**src/rtl/gray_decoder_counter.sv**
```systemverilog
// Gray-code position tracker: decodes a 4-bit reflected Gray input, classifies each change as an
// up step, down step or illegal jump, and keeps a position and a saturating error count.
// Define GRAY_SYNC_EN to put a two-flop synchronizer in front of the decoder (default: one register).
module gray_decoder_counter #(
    parameter int ERR_W = 8
) (
    input  logic             clock,
    input  logic             reset,
    input  logic             enable,
    input  logic [3:0]       gray_in,
    output logic [3:0]       binary_out,
    output logic             step_up,
    output logic             step_down,
    output logic             step_err,
    output logic [7:0]       position,
    output logic [ERR_W-1:0] err_count,
    output logic             valid
);
    typedef enum logic {
        ST_INIT,
        ST_TRACK
    } state_e;

    // The vld flag travels with the sample so the tracker never treats cleared flops as a real reading.
    logic [3:0] sync_q;
    logic       sync_vld_q;

`ifdef GRAY_SYNC_EN
    logic [3:0] meta_q;
    logic       meta_vld_q;

    always_ff @(posedge clock) begin
        if (reset) begin
            meta_q     <= 4'd0;
            meta_vld_q <= 1'b0;
            sync_q     <= 4'd0;
            sync_vld_q <= 1'b0;
        end else begin
            // NOTE: non-blocking assignments make every flop sample the pre-edge value, which is what lets this chain act as a two-stage shift.
            meta_q     <= gray_in;
            meta_vld_q <= 1'b1;
            sync_q     <= meta_q;
            sync_vld_q <= meta_vld_q;
        end
    end
`else
    always_ff @(posedge clock) begin
        if (reset) begin
            sync_q     <= 4'd0;
            sync_vld_q <= 1'b0;
        end else begin
            sync_q     <= gray_in;
            sync_vld_q <= 1'b1;
        end
    end
`endif

    state_e           state_q;
    logic [3:0]       binary_out_q;
    logic             step_up_q;
    logic             step_down_q;
    logic             step_err_q;
    logic [7:0]       position_q;
    logic [ERR_W-1:0] err_count_q;
    logic             valid_q;

    logic [3:0] decoded;
    logic [3:0] delta;

    always_comb begin
        decoded[3] = sync_q[3];
        decoded[2] = sync_q[3] ^ sync_q[2];
        decoded[1] = sync_q[3] ^ sync_q[2] ^ sync_q[1];
        decoded[0] = sync_q[3] ^ sync_q[2] ^ sync_q[1] ^ sync_q[0];
        // 4-bit subtraction wraps, so 15->0 gives 1 and 0->15 gives 15.
        delta      = decoded - binary_out_q;
    end

    always_ff @(posedge clock) begin
        if (reset) begin
            state_q      <= ST_INIT;
            binary_out_q <= 4'd0;
            step_up_q    <= 1'b0;
            step_down_q  <= 1'b0;
            step_err_q   <= 1'b0;
            position_q   <= 8'd0;
            err_count_q  <= '0;
            valid_q      <= 1'b0;
        end else begin
            step_up_q   <= 1'b0;
            step_down_q <= 1'b0;
            step_err_q  <= 1'b0;
            if (enable && sync_vld_q) begin
                case (state_q)
                    ST_INIT: begin
                        binary_out_q <= decoded;
                        valid_q      <= 1'b1;
                        state_q      <= ST_TRACK;
                    end
                    ST_TRACK: begin
                        if (delta == 4'd1) begin
                            step_up_q    <= 1'b1;
                            position_q   <= position_q + 8'd1;
                            binary_out_q <= decoded;
                        end else if (delta == 4'd15) begin
                            step_down_q  <= 1'b1;
                            position_q   <= position_q - 8'd1;
                            binary_out_q <= decoded;
                        end else if (delta != 4'd0) begin
                            step_err_q   <= 1'b1;
                            binary_out_q <= decoded;
                            if (err_count_q != '1) begin
                                err_count_q <= err_count_q + ERR_W'(1);
                            end
                        end
                    end
                    default: state_q <= ST_INIT;
                endcase
            end
        end
    end

    assign binary_out = binary_out_q;
    assign step_up    = step_up_q;
    assign step_down  = step_down_q;
    assign step_err   = step_err_q;
    assign position   = position_q;
    assign err_count  = err_count_q;
    assign valid      = valid_q;

endmodule
```
**config.mk**
```make
export PLATFORM = sky130hd
export DESIGN_NAME = gray_decoder_counter
export DESIGN_NICKNAME = d
export VERILOG_FILES = /design/src/rtl/gray_decoder_counter.sv
export SDC_FILE = /design/constraint.sdc
export NUM_CORES = 1
export LEC_CHECK = 0
export BUFFER_PORTS_ARGS = -buffer_cell sky130_fd_sc_hd__buf_2
export CORE_MARGIN = 1.5
export CORE_UTILIZATION = 25
export DETAILED_ROUTE_END_ITERATION = 6
export SLEW_MARGIN = 10
export SYNTH_ARGS = -nofsm -noshare
export SYNTH_HDL_FRONTEND = slang
export SYNTH_SLANG_ARGS = --single-unit
```
**constraint.sdc**
```tcl
create_clock -name clock -period 6.4 [get_ports clock]
set_input_delay 1.92 -clock clock [delete_from_list [all_inputs] [get_ports clock]]
set_output_delay 1.92 -clock clock [all_outputs]
set_load 0.01 [all_outputs]
```
* Yosys cells after proc, flatten, opt, wreduce, memory -nomap -nowiden
Index checks and enable logic that the tools add are counted.
** Operators by class
- Shifts and indexed selects :: 0
- Order comparisons :: 0
- Eq/ne operators :: 4
- Add/sub/neg operators :: 4
- Reductions and logical operators :: 10
- Bitwise operators :: 7
- Multiply operators :: 0
- Muxes and demuxes :: 10
- Divide/modulo/power cells :: 0
** Operators with widths (number)
- adder 8 x 1 -> 8 bit (second input constant) :: 2
- 2-to-1 mux 8 bit :: 2
- 2-to-1 mux 4 bit :: 3
- != test 8 bit (second input constant) :: 1
- one-hot mux 4 bit (2 select lines) :: 1
- subtractor 8 x 1 -> 8 bit (second input constant) :: 1
- AND reduction 6 bit :: 1
- OR reduction 5 bit :: 1
- == test 4 x 1 -> 1 bit (second input constant) :: 1
- == test 4 bit (second input constant) :: 1
- 2-to-1 mux 1 bit :: 4
- != test 4 x 1 -> 1 bit (second input constant) :: 1
- NOT 1 bit :: 4
- AND reduction 2 bit :: 2
- nonzero test 4 bit :: 1
- OR reduction 4 bit :: 1
- subtractor 4 bit :: 1
- AND reduction 3 bit :: 1
- OR reduction 3 bit :: 1
- bitwise XOR 1 bit :: 3
- nonzero test 2 bit :: 1
- logical AND 1 bit :: 1
** Word-level totals
- Register bits :: 30
- Input port bits :: 7
- RAM bits :: 0
- Latch bits :: 0
- ROM bits :: 0
- Output and inout bits :: 24
- Logic and storage cells :: 45
- Memories :: 0

* Logic depth before layout (Yosys ltp)
- Word-level depth :: 9
- Gate-level depth with buffers :: 17
- Gate-level depth less buffers :: 16

* Least setup slack after synthesis
OpenSTA, ideal clock, no wires.
- Path kind :: reg2reg
- Start point :: register sync_q[3]
- End point :: register position_q[7], in the netlist position[7]
- Data arrival time :: 3.907 ns
- Period minus slack after synthesis :: 4.029 ns
- Required time :: 6.279 ns
- Library setup time :: 0.121 ns
- Path slack :: 2.371 ns
- Stages on the path, launching flop included :: 18
- Buffers on the path :: 1
- Cells stage by stage :: dfxtp_1 -> xor2_1 -> xnor2_1 -> inv_2 -> xnor2_1 -> ha_1 -> fa_1 -> xor2_1 -> and2_1 -> and3_4 -> buf_4 -> nand2_1 -> ha_1 -> o211ai_1 -> o211a_1 -> o21ba_2 -> a32o_1 -> mux2_4
** Between the ends
- Cells in the longest elaborated chain, start to end :: 7
- Elaborated cells on any way between the ends :: 9
- Those cells by class :: add/sub: 1; eq/ne: 2; mux: 1; bitwise: 3; reduce/logical: 2
** RTL lines
- from (decl) :: line 25 : logic [3:0] sync_q;
- from (signal assigned) :: line 52 : sync_q <= gray_in;
- bitwise XOR 1 bit (*) :: line 72 : decoded[2] = sync_q[3] ^ sync_q[2];
- net decoded[2] :: line 67 : logic [3:0] decoded;
- bitwise XOR 1 bit (*) :: line 73, 74
- net decoded[1] :: line 67
- bitwise XOR 1 bit :: line 74 : decoded[0] = sync_q[3] ^ sync_q[2] ^ sync_q[1] ^ sync_q[0];
- subtractor 4 bit (*) :: line 76 : delta = decoded - binary_out_q;
- == test 4 x 1 -> 1 bit or == test 4 bit (tied branches) :: line 101, 105
- nonzero test 2 bit (no source line)
- AND reduction 3 bit (no source line)
- to (signal assigned) :: line 103 : position_q <= position_q + 8'd1;
- to (signal assigned) :: line 107 : position_q <= position_q - 8'd1;
- to (decl) :: line 63 : logic [7:0] position_q;
Mark *: on every way through the listed nets, which the timed path passes. The rest lies on a longest branch.
A chain may end at the register's enable or synchronous reset.

* Worst setup path after layout
Same ends and word-level chain as after synthesis.

==> results.yml <==
outcome:
  status: "finished clean"
floorplanning:
  core_area_sq_um: 6760
  io_pins: 31
  die_h_um: 86.6
  fp.dieArea_sq_um: 7500
  die_w_um: 86.6
  initial_core_util_pct: 25.9
  rows: 30
logic_synthesis:
  synthAdderAreaFrac_pct: 9.46
  synth_edf_count: 0
  synth_compound_area_share_pct: 15.5
  synth_mux_area_share_pct: 9.17
  seq_area_frac_synth_pct: 34.4
  synth-xor-area-share_pct: 4.51
  async_flop_share_pct: 0
  syn-cell-area_sq_um: 1750
  synth_top_family_by_area: "simple AND/OR/NAND/NOR gates"
  synth_area_leaders: "dfxtp_1, ha_1, mux2i_1"
  synth.distinct_cells: 55
  ys_seq_elements: 30
  yosys.area_share.simple_pct: 23.3
  synth.avg_cell_area_sq_um: 9.29
  synth.top_cell.area_share_pct: 34.4
  synth_cells: 188
  yosysTopAreaCell: "dfxtp_1"
  dominantRegCellSynth: "dfxtp_1"
  synth-warning-count: 0
  syn_nets: 207
global_routing:
  grt_max_degree: 29
  grt_pass1_wl_um: 6390
  antenna_found_initial: 0
  grt_pass1_vias: 1451
  grt_usage_pct: 11.0
  grt_remaining_overflow: 0
power_and_ir_drop:
  switching_share_pct: 31.1
  p_clk_share_pct: 33.6
  p_per_area_nw_per_um2: 229
  p_sw_uw: 147
  pwr-share-comb_pct: 24.6
  p_int_uw: 325
  seq_power_share_pct: 41.8
  p_leak_nw: 0.933
  ir_drop_mv: 0.0661
worst_setup_path:
  crit_family: "adder cells"
  timing.critical_path.buf_inv: 1
  critPathCaptureType: "flip-flop"
  worstSetupStartpointType: "flip-flop"
  crit_chain: "xor2_1 -> xnor2_1 -> inv_2 -> xnor2_1 -> ha_1 -> fa_1 -> xor2_1 -> and2_1 -> and3_4 -> nand2_1 -> ha_1 -> o211ai_1 -> o211a_1 -> o21ba_2 -> a32o_1 -> mux2_4"
  crit_path_top_delay_cell: "ha_1"
  slowest_delay_ns: 0.44
  worstPathRequired_ns: 6.58
  cp_max_fo: 14
  worst_ep_arrival_time_ns: 4.51
  worstSetupPathType: "reg2reg"
clocking:
  worstSkewPairLatency_ns: 0.29
  clock_path_buffers: 2
  cts-resized-gates: 0
  holdBufCountCts: 0
  clkTransAtPathRegs_ns: 0.07
  numCtsBuffers: 5
  cts_htree_levels: 2
  cts_setup_buffers: 0
  root_buffer: "clkbuf_8"
  cts_tree: "done"
  clock-sinks: 30
routing:
  drtIter0Drc: 52
  num_vias: 1483
  first_pass_iters: 4
  wire_per_inst_um: 12.5
  postRouteAntennaNets: 0
  vias_per_cell: 4.94
  wirelength_um: 3740
  drcViolationCount: 0
cells_and_area:
  fillCellCount: 732
  finalNetCount: 238
  multiInputGateArea_sq_um: 1080
  syn2layout_area_growth_pct: 17.6
  final_cell_mix: "dfxtp_1, buf_2, nand2_1, nor2_1"
  final_util_pct: 30.4
  register_area_sq_um: 601
  num_antenna_cells: 0
  layout-drive-gt1-share_pct: 24.1
timing:
  hold_viol: 0
  period_needed_ns: 4.33
  clock_skew_ns: 0.00658
  finalSetupViolations: 0
  fmax_mhz: 231
  setup_ws_ns: 2.07
  period_share_pct: 67.6
  worst_pin_slew_ns: 0.523
  tns_ns: 0
  relSlewSlack_pct: 64.9
  rsz0062_at_grt: "no"
  fin_hold_ws_ns: 0.476
  slew_violations: 0
placed_design:
  dpl_worst_slack_ns: 2.10
  port_buffers: 30
  dp_hpwl_um: 2780
  gp_congestion: 0.819
flow_run:
  max_cap_viol_count: 0
worst_hold_path:
  hp-class: "reg2reg"
[metal layers]
| layer | global-route usage, % | wire (um) | vias to the layer above | part of all wire (%) |
|---|---|---|---|---|
| met4 | 4.40 | 56 | 0 | 1.5 |
| li1 | - | - | 748 | - |
| met2 | 17.8 | 1740 | 29 | 46 |
| met1 | 13.0 | 1730 | 701 | 46 |
| met5 | 0 | 0 | - | 0 |
| met3 | 4.29 | 215 | 5 | 5.7 |
[registers in the layout (all words and copies together) (netlist names)]
name,cells
err_count,8
step_up,1
state_q,1
binary_out,4
sync_q,4
step_down,1
step_err,1
sync_vld_q,1
position,8
valid,1
[final timing paths]
| path | startpoint | endpoint | slack, ns | depth (start not counted) |
|---|---|---|---|---|
| worst min-delay path | valid$_SDFFE_PP0P_ | valid$_SDFFE_PP0P_ | 0.48 | 2 |
| worst max-delay path | sync_q[3]$_SDFF_PP0_ | position[7]$_SDFFE_PP0P_ | 2.07 | 16 |
| worst min register to register | valid$_SDFFE_PP0P_ | valid$_SDFFE_PP0P_ | 0.48 | 2 |
| worst max register to register | sync_q[3]$_SDFF_PP0_ | position[7]$_SDFFE_PP0P_ | 2.07 | 16 |
[kinds of logic (layout without fill, tap and decap cells)]
group	Yosys count	in the layout
AND/OR/NAND/NOR	72	72
AO/OA/AOI/OAI	36	36
flip-flops	30	30
multiplexers	15	15
buffers and inverters	14	46
adder cells (fa/ha/maj)	12	12
XOR/XNOR	9	9
[power groups by stage]
| stage | Clock [mW] | Combinational, mW | Sequential, mW |
|---|---|---|---|
| detailed placement | 0 | 0.114 | 0.201 |
| CTS | 0.165 | 0.115 | 0.197 |
| floorplan | 0 | 0.0932 | 0.202 |
| global placement | 0 | 0.112 | 0.201 |
| global route | 0.173 | 0.132 | 0.198 |
| finish | 0.158 | 0.116 | 0.197 |
[final cells by class]
type | count | area share [%]
sequential | 30 | 29.2
timing repair buffer | 30 | 7.31
inverter | 8 | 1.46
clock inverter | 1 | 0.244
tap | 80 | 4.87
multi-input combinational | 144 | 52.7
clock buffer | 7 | 4.20
[tightest hold or removal path, stage by stage (launching register included)]
cell,delay [ns]
dfxtp_1,0.32
a31oi_1,0.05
nor2_1,0.07
[stage by stage]
step	cells	power, mW	area, sq um
2_1_floorplan	188	0.295	1750
3_3_place_gp	292	0.313	1960
3_5_place_dp	292	0.316	1960
4_1_cts	300	0.476	2050
5_1_grt	300	0.502	2050
6_report	300	0.471	2050
[cells in the mapped netlist (3+ instances only)]
| master | count |
|---|---|
| dfxtp_1 | 30 |
| nand2_1 | 16 |
| nor2_1 | 13 |
| ha_1 | 10 |
| mux2i_1 | 10 |
| nor2b_1 | 9 |
| nand3_1 | 7 |
| a21oi_1 | 6 |
| inv_1 | 6 |
| xor2_1 | 5 |
| mux2_2 | 4 |
| nor3_1 | 4 |
| xnor2_1 | 4 |
| a21o_1 | 3 |
| a31oi_1 | 3 |
| o21ai_0 | 3 |
(Power assumes the default switching activity.)
